File: src/rtl/sa_cache.sv
// sa_cache: 2-way set-associative, one-word-line, write-through /
// no-write-allocate cache between a CPU port and a simple memory port.
//
// Ports
//   clk, rst                    clock, async active-high reset
//   read_en, write_en           CPU request strobes (write wins if both set)
//   addr, write_data            CPU byte address / store data (held while stall=1)
//   read_data, hit              load data, valid when hit=1
//   miss                        one-cycle pulse on a read miss
//   stall                       CPU must hold its request while high
//   mem_req, mem_we             memory request (held until mem_ack), 1 = write
//   mem_addr, mem_wdata         word-aligned memory address / write data
//   mem_rdata, mem_ack          refill data, single-cycle completion
//   hit_count, miss_count       saturating event counters
//
// state  | meaning
// IDLE   | accept CPU requests; read hits complete here
// REFILL | read miss: fetch the word from memory into the victim way
// WRITE  | write-through: forward the store to memory
// DONE   | store acknowledged; release the CPU for one cycle
module sa_cache #(
   parameter int ADDR_WIDTH = 32,
   parameter int DATA_WIDTH = 32,
   parameter int SETS       = 4
) (
   input  logic                  clk,
   input  logic                  rst,
   input  logic                  read_en,
   input  logic                  write_en,
   input  logic [ADDR_WIDTH-1:0] addr,
   input  logic [DATA_WIDTH-1:0] write_data,
   output logic [DATA_WIDTH-1:0] read_data,
   output logic                  hit,
   output logic                  miss,
   output logic                  stall,
   output logic                  mem_req,
   output logic                  mem_we,
   output logic [ADDR_WIDTH-1:0] mem_addr,
   output logic [DATA_WIDTH-1:0] mem_wdata,
   input  logic [DATA_WIDTH-1:0] mem_rdata,
   input  logic                  mem_ack,
   output logic [31:0]           hit_count,
   output logic [31:0]           miss_count
);

   localparam int IDX_W = $clog2(SETS);
   localparam int TAG_W = ADDR_WIDTH - 2 - IDX_W;

   typedef enum logic [1:0] {
      IDLE   = 2'd0,
      REFILL = 2'd1,
      WRITE  = 2'd2,
      DONE   = 2'd3
   } state_t;

   state_t state_q, state_d;

   logic [SETS-1:0] valid0_q, valid0_d;
   logic [SETS-1:0] valid1_q, valid1_d;
   // lru bit per set names the way to replace next
   logic [SETS-1:0] lru_q, lru_d;

   logic [TAG_W-1:0]      tag0_q  [SETS];
   logic [TAG_W-1:0]      tag0_d  [SETS];
   logic [TAG_W-1:0]      tag1_q  [SETS];
   logic [TAG_W-1:0]      tag1_d  [SETS];
   logic [DATA_WIDTH-1:0] data0_q [SETS];
   logic [DATA_WIDTH-1:0] data0_d [SETS];
   logic [DATA_WIDTH-1:0] data1_q [SETS];
   logic [DATA_WIDTH-1:0] data1_d [SETS];

   logic [31:0] hit_count_q, hit_count_d;
   logic [31:0] miss_count_q, miss_count_d;

   logic [IDX_W-1:0] idx;
   logic [TAG_W-1:0] tag;
   logic             hit0;
   logic             hit1;
   logic             way_hit;
   logic             hit_way;
   logic             victim;

   assign idx = addr[2 +: IDX_W];
   assign tag = addr[ADDR_WIDTH-1 -: TAG_W];

   assign hit0    = valid0_q[idx] && (tag0_q[idx] == tag);
   assign hit1    = valid1_q[idx] && (tag1_q[idx] == tag);
   assign way_hit = hit0 | hit1;
   // a line is never resident in both ways, so way0 taking precedence is safe
   assign hit_way = ~hit0;

   always_comb begin
      if (!valid0_q[idx]) begin
         victim = 1'b0;
      end else if (!valid1_q[idx]) begin
         victim = 1'b1;
      end else begin
         victim = lru_q[idx];
      end
   end

   always_comb begin
      state_d   = state_q;
      valid0_d  = valid0_q;
      valid1_d  = valid1_q;
      lru_d     = lru_q;
      tag0_d    = tag0_q;
      tag1_d    = tag1_q;
      data0_d   = data0_q;
      data1_d   = data1_q;
      hit       = 1'b0;
      miss      = 1'b0;
      stall     = 1'b0;
      mem_req   = 1'b0;
      mem_we    = 1'b0;
      read_data = '0;
      mem_wdata = '0;
      mem_addr  = addr & ~ADDR_WIDTH'(3);

      case (state_q)
         IDLE: begin
            if (write_en) begin
               stall   = 1'b1;
               state_d = WRITE;
               if (way_hit) begin
                  if (hit_way) begin
                     data1_d[idx] = write_data;
                  end else begin
                     data0_d[idx] = write_data;
                  end
                  lru_d[idx] = ~hit_way;
               end
            end else if (read_en) begin
               if (way_hit) begin
                  hit        = 1'b1;
                  read_data  = hit_way ? data1_q[idx] : data0_q[idx];
                  lru_d[idx] = ~hit_way;
               end else begin
                  miss    = 1'b1;
                  stall   = 1'b1;
                  state_d = REFILL;
               end
            end
         end

         REFILL: begin
            mem_req = 1'b1;
            stall   = 1'b1;
            if (mem_ack) begin
               if (victim) begin
                  valid1_d[idx] = 1'b1;
                  tag1_d[idx]   = tag;
                  data1_d[idx]  = mem_rdata;
               end else begin
                  valid0_d[idx] = 1'b1;
                  tag0_d[idx]   = tag;
                  data0_d[idx]  = mem_rdata;
               end
               lru_d[idx] = ~victim;
               state_d    = IDLE;
            end
         end

         WRITE: begin
            mem_req   = 1'b1;
            mem_we    = 1'b1;
            mem_wdata = write_data;
            stall     = 1'b1;
            if (mem_ack) begin
               state_d = DONE;
            end
         end

         DONE: begin
            state_d = IDLE;
         end

         default: begin
            state_d = IDLE;
         end
      endcase

      hit_count_d  = hit_count_q;
      miss_count_d = miss_count_q;
      if (hit && (hit_count_q != 32'hFFFF_FFFF)) begin
         hit_count_d = hit_count_q + 32'd1;
      end
      if (miss && (miss_count_q != 32'hFFFF_FFFF)) begin
         miss_count_d = miss_count_q + 32'd1;
      end
   end

   always_ff @(posedge clk or posedge rst) begin
      if (rst) begin
         state_q      <= IDLE;
         valid0_q     <= '0;
         valid1_q     <= '0;
         lru_q        <= '0;
         hit_count_q  <= '0;
         miss_count_q <= '0;
      end else begin
         state_q      <= state_d;
         valid0_q     <= valid0_d;
         valid1_q     <= valid1_d;
         lru_q        <= lru_d;
         hit_count_q  <= hit_count_d;
         miss_count_q <= miss_count_d;
      end
   end

   // tag/data storage needs no reset: valid bits gate every use of it
   always_ff @(posedge clk) begin
      tag0_q  <= tag0_d;
      tag1_q  <= tag1_d;
      data0_q <= data0_d;
      data1_q <= data1_d;
   end

   assign hit_count  = hit_count_q;
   assign miss_count = miss_count_q;

endmodule

File: config.mk
export PLATFORM = sky130hd
export DESIGN_NAME = sa_cache
export DESIGN_NICKNAME = d
export VERILOG_FILES = /design/src/rtl/sa_cache.sv
export SDC_FILE = /design/constraint.sdc
export NUM_CORES = 1
export LEC_CHECK = 0
export ABC_AREA = 1
export CORE_UTILIZATION = 61
export DETAILED_ROUTE_END_ITERATION = 16
export PLACE_DENSITY = 0.85
export SLEW_MARGIN = 30
export SYNTH_ARGS = -nofsm -noshare
export SYNTH_HDL_FRONTEND = slang
export SYNTH_SLANG_ARGS = --single-unit
export TNS_END_PERCENT = 1
File: constraint.sdc
create_clock -name clk -period 7.3 [get_ports clk]
set_clock_uncertainty 0.15 [all_clocks]
set_input_delay 1.46 -clock clk [delete_from_list [all_inputs] [get_ports clk]]
set_output_delay 1.46 -clock clk [all_outputs]
set_load 0.01 [all_outputs]
==> impl_metrics.csv <==
group,metric,value,unit
global_route,grt_pass1_wl,99700,um
timing,rsz0062_at_grt,"false",
layout,fill_cells,2760,
logic_synthesis,async_flop_share,14.0,%
layout,final_area,30100,um2
logic_synthesis,synth_compound_area_share,5.56,%
worst_hold_path,hold_class,"reg2reg",
detailed_routing,drc,0,
cts,ctsResizeCount,0,
place,dp_hpwl,41600,um
cts,ctsHoldBuffers,0,
logic_synthesis,synth_top_family_by_area,"simple AND/OR/NAND/NOR gates",
layout,nets,2842,
detailed_routing,avgRoutedWirePerCell,19.6,um
global_route,overflow,0,
setup_path,endpoint_kind,"primary output",
cts,clockRootBuffer,"clkbuf_16",
timing,finalHoldViolations,0,
logic_synthesis,synth-xor-area-share,1.14,%
timing,slew_headroom,34.2,%
die,row_count,74,
layout,layout-drive-gt1-share,5.65,%
logic_synthesis,yosysTopAreaCell,"edfxtp_1",
die,core_area,40900,um2
timing,post-route-min-period,6.64,ns
die,dieArea,42400,um2
timing,fin_crit_sh,91.0,%
global_route,grt_pass1_vias,18900,
timing,setup_viol,0,
detailed_routing,drt_first_pass_iters,5,
die,ioPinCount,266,
logic_synthesis,synthSimpleGateAreaFrac,22.1,%
detailed_routing,detail-route-antenna-nets,0,
timing,fin_hold_ws,0.318,ns
setup_path,arrival,5.03,ns
logic_synthesis,ys_ff_latch,558,
cts,cts_tree,"yes",
logic_synthesis,yosysMostFrequentCell,"nand2_1",
place,globalplace.congestion,0.961,
power_and_ir_drop,powerDensity,263,nW/um2
setup_path,crit_type,"in2out",
cts,postCtsSetupRepairBufs,0,
power_and_ir_drop,peakVddDrop,187,uV
detailed_routing,vias,19400,
logic_synthesis,synth_common_cells,"nand2_1, edfxtp_1, nor2_1",
die,die_h,206,um
logic_synthesis,synthMuxAreaShare,1.26,%
logic_synthesis,synthAdderAreaFrac,0.296,%
cts,clk_latency,0.61,ns
power_and_ir_drop,p_leak,0.0119,uW
cts,numCtsBuffers,53,
place,place_area,28400,um2
global_route,grt_usage,30.5,%
timing,slew_viol_final,0,
die,start_util,62.0,%
setup_path,worstPathMaxFanout,33,
status,outcome,"finished, final reports clean",
detailed_routing,drt_iter0_drc,1931,
detailed_routing,drt_wl_total,64900,um
cts,clkTransAtPathRegs,0.06,ns
logic_synthesis,synth_area_leaders,"edfxtp_1, nand2_1, dfrtp_1",
logic_synthesis,synth_ff_type,"edfxtp_1",
logic_synthesis,yosysSeqAreaShare,64.6,%
logic_synthesis,ys_types,42,
timing,timing.setup.tns,0,ns
timing,worst_slew_pin_slew,0.986,ns
cts,h-tree-depth,2,
detailed_routing,vias_per_cell,5.85,
setup_path,critPathLaunchType,"input port",
logic_synthesis,syn_inst,2517,
global_route,antenna_found_initial,1,
setup_path,required,5.69,ns
timing,max_freq,151,MHz
logic_synthesis,yosys_warnings,0,
cts,cts_max_path_buffers,3,
logic_synthesis,syn_area_per_cell,10.1,um2
layout,area.growth.synth_to_final,18.7,%
logic_synthesis,syn_area,25400,um2
die,die_w,206,um
logic_synthesis,yosysTopAreaCellShare,56.9,%
global_route,grt_max_degree,67,
logic_synthesis,synth_edf_count,480,
run,cap_violations,0,
cts,cts.sinks,558,
place,io_buffers,261,
-- cells by family after synthesis --
logic type | Yosys count
flip-flops | 558
buffers and inverters | 283
adder cells (fa/ha/maj) | 6
multiplexers | 32
AND/OR/NAND/NOR | 1376
AO/OA/AOI/OAI | 228
XOR/XNOR | 33
other | 1
-- cell usage in the layout, fill, tap and decap left out, types with 4 or more instances in the layout --
cell type / netlist / layout
ha_1: 6 / 5
clkbuf_16: 0 / 55
nand2_1: 828 / 827
o21ai_1: 9 / 9
buf_4: 41 / 36
nand3_1: 119 / 119
or2_2: 7 / 7
mux2i_1: 32 / 32
nor3_1: 26 / 26
nand4_1: 37 / 37
o221ai_1: 13 / 13
a211oi_1: 13 / 13
xor2_1: 19 / 19
clkinv_1: 2 / 12
clkdlybuf4s50_1: 0 / 259
a21oi_1: 15 / 15
xnor2_1: 14 / 14
clkbuf_1: 42 / 16
dfrtp_1: 78 / 78
nand3b_1: 14 / 14
o22a_1: 13 / 13
nor2_4: 5 / 16
nor2_2: 4 / 9
o22ai_1: 102 / 102
nor4_1: 4 / 4
edfxtp_1: 480 / 480
bufinv_16: 0 / 5
nor2_1: 322 / 306
clkinv_2: 0 / 9
inv_1: 140 / 137
o21ai_0: 59 / 59
-- per-stage QoR --
stage	power (uW)	utilization, %	setup WS [ns]	std cells
after global placement	5150	69.2	0.666	3211
after detailed placement	5200	69.3	0.696	3212
final	7910	73.6	0.656	3311
after CTS	7930	73.5	0.667	3310
after global routing	8180	73.6	0.384	3310
after floorplan	4650	-	2.26	2518
-- layout make-up --
type	instances	area, um2	area share, %
Clock buffer	74	1480	4.91
Clock inverter	24	265	0.881
Tap cell	532	666	2.21
Multi-Input combinational cell	1677	7820	26.0
Inverter	145	551	1.83
Sequential cell	558	16400	54.4
Timing Repair Buffer	300	2960	9.82
Antenna cell	1	2.50	0.00831
-- state kept, by name, summed over array words and instances, names as in the netlist --
register and cells:
tag0_q 112, state_q 2, data1_q 128, data0_q 128, miss_count 32, valid1_q 4, lru_q 4, valid0_q 4
hit_count 32, tag1_q 112
-- power breakdown --
| part | switching, uW | total (uW) | internal [uW] |
|---|---|---|---|
| sequential | 84.4 | 3840 | 3760 |
| clock | 1170 | 2760 | 1590 |
| combinational | 859 | 1310 | 453 |
-- routing by layer --
metal	vias up	wire, um	GRT usage, %	share of wire [%]
met3	149	5130	5.05	7.9
li1	8968	-	-	-
met1	9267	25400	39.3	39
met5	-	0	0	0
met4	0	1830	11.6	2.8
met2	983	32600	52.0	50
-- path summary, 6_finish.rpt --
check | from | endpoint | slack [ns] | cells past startpoint
worst min-delay path | valid1_q[1] | valid1_q[1] | 0.32 | 2
worst max register to register | tag0_q[19] | data0_q[25] | 3.35 | 15
max in group asynchronous | rst | hit_count[11] | 5.30 | 4
min in group asynchronous | rst | miss_count[0] | 1.12 | 3
worst min register to register | valid1_q[1] | valid1_q[1] | 0.32 | 2
worst max-delay path | addr[3] | read_data[14] | 0.66 | 17
-- worst max-delay path, stage by stage --
cell and delay (ns):
buf_2 0.24, inv_4 0.19, nor2_2 0.54, nand2_1 0.10
nand2_1 0.08, nor2_1 0.11, a21oi_1 0.14, nand2_1 0.07
nor2_1 0.12, nand2_1 0.08, nor2_1 0.08, nand2_1 0.17
nand2_4 0.17, nand2_1 0.06, buf_4 0.28, a211oi_1 0.43
clkdlybuf4s50_1 0.63
Note: power is estimated with default switching activity, not from simulation.
